===== src/rtl/utype_pkg.sv =====
// utype shared definitions.
// Width default and U-type select codes.
package utype_pkg;

  localparam int XLEN_DEF = 32;
  localparam int SEL_W    = 6;

  localparam logic [SEL_W-1:0] SEL_LUI   = 6'b000001;
  localparam logic [SEL_W-1:0] SEL_AUIPC = 6'b000010;

endpackage


===== src/rtl/utype_alu.sv =====
// utype_alu: combinational LUI/AUIPC result and op_ok decode.
// in: pc, imm_u, aluSelect; out: w_result, w_ok.
module utype_alu
  import utype_pkg::*;
#(
  parameter int XLEN = XLEN_DEF
) (
  input  logic [XLEN-1:0]  pc,
  input  logic [XLEN-1:0]  imm_u,
  input  logic [SEL_W-1:0] aluSelect,
  output logic [XLEN-1:0]  w_result,
  output logic             w_ok
);

  always_comb begin
    w_result = '0;
    w_ok     = 1'b0;
    unique case (1'b1)
      (aluSelect == SEL_LUI): begin
        w_result = imm_u;
        w_ok     = 1'b1;
      end
      (aluSelect == SEL_AUIPC): begin
        w_result = pc + imm_u;
        w_ok     = 1'b1;
      end
      default: begin
        w_result = '0;
        w_ok     = 1'b0;
      end
    endcase
  end

endmodule


===== src/rtl/utype.sv =====
// utype: one-cycle registered U-type unit (LUI/AUIPC).
// in: clk, rst_n, pc, imm_u, aluSelect, in_valid, stall, flush; out: result, out_valid, op_ok.
module utype
  import utype_pkg::*;
#(
  parameter int XLEN = XLEN_DEF
) (
  input  logic             clk,
  input  logic             rst_n,
  input  logic [XLEN-1:0]  pc,
  input  logic [XLEN-1:0]  imm_u,
  input  logic [SEL_W-1:0] aluSelect,
  input  logic             in_valid,
  input  logic             stall,
  input  logic             flush,
  output logic [XLEN-1:0]  result,
  output logic             out_valid,
  output logic             op_ok
);

  logic [XLEN-1:0] w_result;
  logic            w_ok;
  logic [XLEN-1:0] r_result;
  logic            r_valid;
  logic            r_ok;

  utype_alu #(.XLEN(XLEN)) u_alu (
    .pc        (pc),
    .imm_u     (imm_u),
    .aluSelect (aluSelect),
    .w_result  (w_result),
    .w_ok      (w_ok)
  );

  // flush beats stall beats capture; idle cycles load zeros
  always_ff @(posedge clk or negedge rst_n) begin
    if (!rst_n) begin
      r_result <= '0;
      r_valid  <= 1'b0;
      r_ok     <= 1'b0;
    end else if (flush) begin
      r_result <= '0;
      r_valid  <= 1'b0;
      r_ok     <= 1'b0;
    end else if (!stall) begin
      if (in_valid) begin
        r_result <= w_result;
        r_valid  <= 1'b1;
        r_ok     <= w_ok;
      end else begin
        r_result <= '0;
        r_valid  <= 1'b0;
        r_ok     <= 1'b0;
      end
    end
  end

  assign result    = r_result;
  assign out_valid = r_valid;
  assign op_ok     = r_ok;

endmodule


===== config.mk =====
export PLATFORM = sky130hd
export DESIGN_NAME = utype
export DESIGN_NICKNAME = d
export VERILOG_FILES = /design/src/rtl/utype_pkg.sv /design/src/rtl/utype_alu.sv /design/src/rtl/utype.sv
export SDC_FILE = /design/constraint.sdc
export NUM_CORES = 1
export LEC_CHECK = 0
export CAP_MARGIN = 40
export CORE_MARGIN = 5
export CORE_UTILIZATION = 46
export DETAILED_ROUTE_END_ITERATION = 7
export GPL_ROUTABILITY_DRIVEN = 0
export GPL_TIMING_DRIVEN = 0
export HOLD_SLACK_MARGIN = 0.15
export PLACE_DENSITY = 0.84
export SETUP_SLACK_MARGIN = 0.02
export SLEW_MARGIN = 30
export SYNTH_ARGS = -nofsm -noshare
export SYNTH_HDL_FRONTEND = slang
export SYNTH_SLANG_ARGS = --single-unit
export TNS_END_PERCENT = 5

===== constraint.sdc =====
create_clock -name clk -period 1.2 [get_ports clk]
set_input_delay 0.36 -clock clk [delete_from_list [all_inputs] [get_ports clk]]
set_output_delay 0.36 -clock clk [all_outputs]
set_load 0.01 [all_outputs]

## Word-level counts from Yosys, hierarchy flattened

Index checks and enable logic that the tools add are counted.

| storage, ports and cells | value |
|---|---|
| flip-flop bits (word level) | 34 |
| output and inout bits | 34 |

| cells by class | value |
|---|---|
| add/subtract/negate cells | 1 |
| eq/ne operators | 3 |
| muxes and demuxes | 11 |
| reductions and logical operators | 1 |

Operator list:

| cell | number |
|---|---|
| $mux 32 | 3 |
| $pmux 32 s2 | 1 |
| $add 32x32->32 | 1 |
| $mux 1 | 7 |
| $eq 6x1->1 const B | 1 |
| $eq 6x2->1 const B | 1 |
| $ne 2x1->1 const B | 1 |
| $reduce_or 2->1 | 1 |

## Logic depth before layout (Yosys ltp)

| depth | value |
|---|---|
| word-level depth | 6 |
| mapped depth | 12 |
| mapped depth without buffers | 12 |

## Modules after synthesis

A second synthesis with hierarchy kept.

| second synthesis, totals | value |
|---|---|
| cell total of the unflattened synthesis | 377 |
| area, all modules | 3331.9 µm² |

Modules (own cells, without submodules):

| module | instances | cells each | area each (µm²) |
|---|---|---|---|
| utype_alu | 1 | 294 | 1979.4 |
| utype | 1 | 83 | 1352.5 |

## Worst setup path after synthesis

OpenSTA, ideal clock, no wires.

| timing path | value |
|---|---|
| path kind | input to register |
| start point | in pc[0] |
| end point | reg r_result[28] (netlist: result[28]) |
| arrival | 2390 ps |
| data required time | 1117 ps |
| slack | -1273 ps |
| cell stages on the path | 12 |
| cell sequence | ha_1 -> inv_1 -> fa_1 -> nand2b_1 -> a21oi_1 -> o41a_1 -> a21o_1 -> o21ai_4 -> o41ai_2 -> o211ai_1 -> xor2_1 -> o21ai_0 |

| on the way | value |
|---|---|
| longest elaborated chain between the ends | 5 |

Ends and longest elaborated chain:

| element | RTL line | text |
|---|---|---|
| start: declaration | utype.sv:10 | `input logic [XLEN-1:0] pc,` |
| $add 32x32->32 | utype_alu.sv:24 | `w_result = pc + imm_u;` |
| $pmux 32 s2 | utype_alu.sv:18 | `unique case (1'b1)` |
| $mux 32 | utype.sv:46 | `if (in_valid) begin` |
| $mux 32 | utype.sv:45 | `end else if (!stall) begin` |
| $mux 32 | utype.sv:41 | `end else if (flush) begin` |
| end signal: assignment | utype.sv:47 | `r_result <= w_result;` |
| end: declaration | utype.sv:23 | `logic [XLEN-1:0] r_result;` |

Every way passes these cells. The select of a mux whose other input is x is not followed.
A chain may end at the register's enable or synchronous reset.

## Worst setup path after layout

| timing path | value |
|---|---|
| start point | in pc[3] |
| end point | reg r_result[28] (netlist: result[28]) |

The elaborated chain is that of the path after synthesis.

==> impl_metrics.json <==
{
  "hold_viol_final": 0,
  "synth_nets": 480,
  "grt.total_usage_pct": 27.5,
  "postLayoutCellArea_mm2": 0.00513,
  "rows": 30,
  "cts_tree": "done",
  "syn_area_mm2": 0.00315,
  "clockRootBuffer": "clkbuf_8",
  "critPathLaunchType": "input port",
  "cp.required_ns": 1.38,
  "crit_family": "compound AO/OA/AOI/OAI gates",
  "rsz0062_at_grt": "true",
  "clk_pin_slew_ns": 0.08,
  "post-route-min-period_ns": 2.43,
  "grt_max_degree": 19,
  "yosys_register_bits": 34,
  "slowest_stage": "o41a_1",
  "antenna_found_initial": 0,
  "portBuffers": 108,
  "fin_ws_ns": -1.23,
  "regToRegSetupSlack_ns": 0.27,
  "path_cells": "dlygate4sd2_1 > ha_4 > o21ai_4 > a21oi_4 > o41a_1 > a21o_1 > o21ai_4 > o41ai_4 > o211ai_1 > xor2_1 > o21ai_1",
  "overflow": 0,
  "r2r_cells": 2,
  "dieHeight_um": 92.7,
  "cpPeakStageDelay_ns": 0.41,
  "ir_worst_vdd_mv": 0.773,
  "fp.dieW_um": 92.7,
  "cts_made_buffers": 5,
  "drt-pass1-iter-count": 5,
  "place_worst_setup_slack_ns": -2.15,
  "cellLeakagePower_nw": 2.33,
  "holdWs_ns": 0.348,
  "die_area_mm2": 0.00860,
  "r2r_start": "result[31]",
  "grt_first_pass_wirelength_mm": 19.2,
  "fin_crit_sh_pct": 203,
  "vias": 3909,
  "slew_headroom_pct": 64.6,
  "synth_cell_types": 56,
  "grt_pass1_vias": 3972,
  "drc": 0,
  "holdCritPathClass": "in -> reg",
  "clock_latency_ns": 0.29,
  "synth-edff-count": 0,
  "violations": "negative setup slack",
  "powerDensity_mw_per_mm2": 850,
  "wl_per_cell_um": 21.2,
  "dp_hpwl_mm": 7.80,
  "htree_levels": 2,
  "cpMostUsedCell": "o21ai_4",
  "maxCapViolations": 0,
  "setup.worst_path.start": "pc[3]",
  "end_kind": "register",
  "ios": 109,
  "status": "finished, violations left",
  "yosysSeqAreaShare_pct": 27.0,
  "dpl-instance-area_mm2": 0.00438,
  "fin_nets": 627,
  "synth-main-ff-cell": "dfrtp_1",
  "r2r-end": "result[31]",
  "tns_ns": -29.82,
  "worst-path-stages": 11,
  "drt_wl_total_mm": 12.8,
  "endpoint": "result[28]",
  "setup_viol_count_final": 38,
  "cp.arrival_ns": 2.62,
  "criticalPathCategory": "in -> reg",
  "fmaxAchievable_ghz": 0.411,
  "core_mm2": 0.00672,
  "synthCells": 373,
  "ant_nets": 0,
  "final_core_util_pct": 76.4,
  "drive_gt1_share_pct": 33.6,
  "area.growth.synth_to_final_pct": 63.0,
  "crit_buf_inv": 1,
  "viasPerCell": 6.48,
  "tightest_slew_ns": 0.531,
  "postSynthAreaPerCell_um2": 8.44,
  "fin_worst_skew_ns": 0,
  "start_util_pct": 46.9,
  "synthArstFlopShare_pct": 100,
  "drv_slew": 0,
  "clockBufferDepth": 2,
  "clock-sinks": 34,
  "ys_warn_count": 0,
  "drt_iter0_markers": 364,
  "worstPathMaxFanout": 4
}
-- metrics by stage --
step | total power [mW] | instances
4_1_cts | 4.17 | 597
5_1_grt | 4.53 | 601
3_3_place_gp | 2.48 | 561
6_report | 4.36 | 603
3_5_place_dp | 2.52 | 562
2_1_floorplan | 2.02 | 373
-- registers in the layout, indices dropped and copies added (netlist names) --
name       count
op_ok          1
out_valid      1
result        32
-- tightest hold or removal path, stage by stage --
cell     delay, ns
buf_4         0.10
a22oi_1       0.06
o21ai_0       0.07
-- kinds of logic (layout without fill, tap and decap cells) --
family / count (synthesis) / count (layout) / share of synthesized area (%)
other cells: 0 / 2 / 0
buf+inv: 25 / 173 / 3.42
fa+ha+maj: 32 / 32 / 13.0
compound gates: 159 / 159 / 34.1
xor+xnor: 24 / 24 / 6.68
simple gates: 99 / 99 / 15.9
flops: 34 / 34 / 27.0
-- power by group --
part           internal [mW]  switching, mW
combinational          0.944          0.947
sequential              1.15        0.00344
clock                  0.833          0.483
-- layout make-up --
type | count | area, um2
Clock buffer | 5 | 68.8
Clock inverter | 3 | 68.8
Sequential cell | 34 | 851
Antenna cell | 2 | 5.00
Tap cell | 80 | 100
Fill cell | 424 | 1590
Timing Repair Buffer | 142 | 1180
Inverter | 8 | 32.5
Multi-Input combinational cell | 314 | 2710
Buffer | 15 | 116
-- synthesized netlist by cell type (all sizes together), types with 2 or more instances --
master	number	area [um2]
o41a	2	22.5
and2	2	12.5
o21bai	4	30.0
nand3	10	55.1
a21oi	25	129
a32oi	3	26.3
a211o	2	17.5
a22oi	27	203
a2bb2oi	2	17.5
o211ai	2	15.0
o21a	6	45.0
nor2	23	88.8
nand3b	2	15.0
a21o	19	143
buf	5	31.3
nor2b	4	25.0
o31ai	2	20.0
nand2	28	105
xor2	12	105
a221oi	2	17.5
a31oi	4	25.0
inv	8	30.0
or4b	2	20.0
clkbuf	12	46.3
nand2b	6	37.5
ha	31	388
a211oi	4	40.0
or2	2	12.5
nor3	4	20.0
dfrtp	34	851
and3	5	31.3
o21ai	50	262
xnor2	12	105
nand4	5	31.3
-- cells in the final DEF (no fill, tap or decap), types with 6 or more instances in the layout --
master / count
o21ai_1: 28
dfrtp_1: 34
a21oi_2: 7
xor2_1: 12
xnor2_1: 12
dlygate4sd2_1: 28
ha_1: 9
buf_6: 11
nand2_1: 25
buf_4: 34
a21oi_1: 15
a22oi_1: 25
dlymetal6s2s_1: 7
ha_4: 22
clkdlybuf4s50_1: 26
o21ai_0: 17
nor2_1: 20
clkbuf_1: 6
a21o_1: 19
buf_2: 31
-- per-layer routing --
layer  wire length (um)  vias up  part of all wire (%)  global-route usage (%)
li1                   -     1722                     -                       -
met1               4900     1879                    38                    33.2
met2               6220      236                    49                    46.6
met3                984       72                   7.7                    5.44
met4                663        0                   5.2                    13.4
met5                  0        -                     0                       0
-- how the worst min path moves through the flow --
stage                     startpoint          to  slack (ns)  cells after the start
final                      imm_u[14]  result[14]        0.35                      3
after global routing       imm_u[14]  result[14]        0.36                      3
after CTS                   imm_u[0]   result[0]        0.45                      4
after detailed placement       rst_n  result[28]        0.33                      1
after global placement         op_ok       op_ok        0.46                      2
after floorplan                rst_n       op_ok        0.06                      0
-- repair_timing --
| action | CTS | global route |
|---|---|---|
| pin swaps | 47 | 26 |
| hold endpoints to repair | 17 | 0 |
| hold buffers | 1 | 0 |
| setup endpoints to repair | 68 | 68 |
| gates resized for setup | 294 | 52 |
| buffers inserted | 27 | 5 |
No activity file was read; power rests on OpenSTA's default activity.
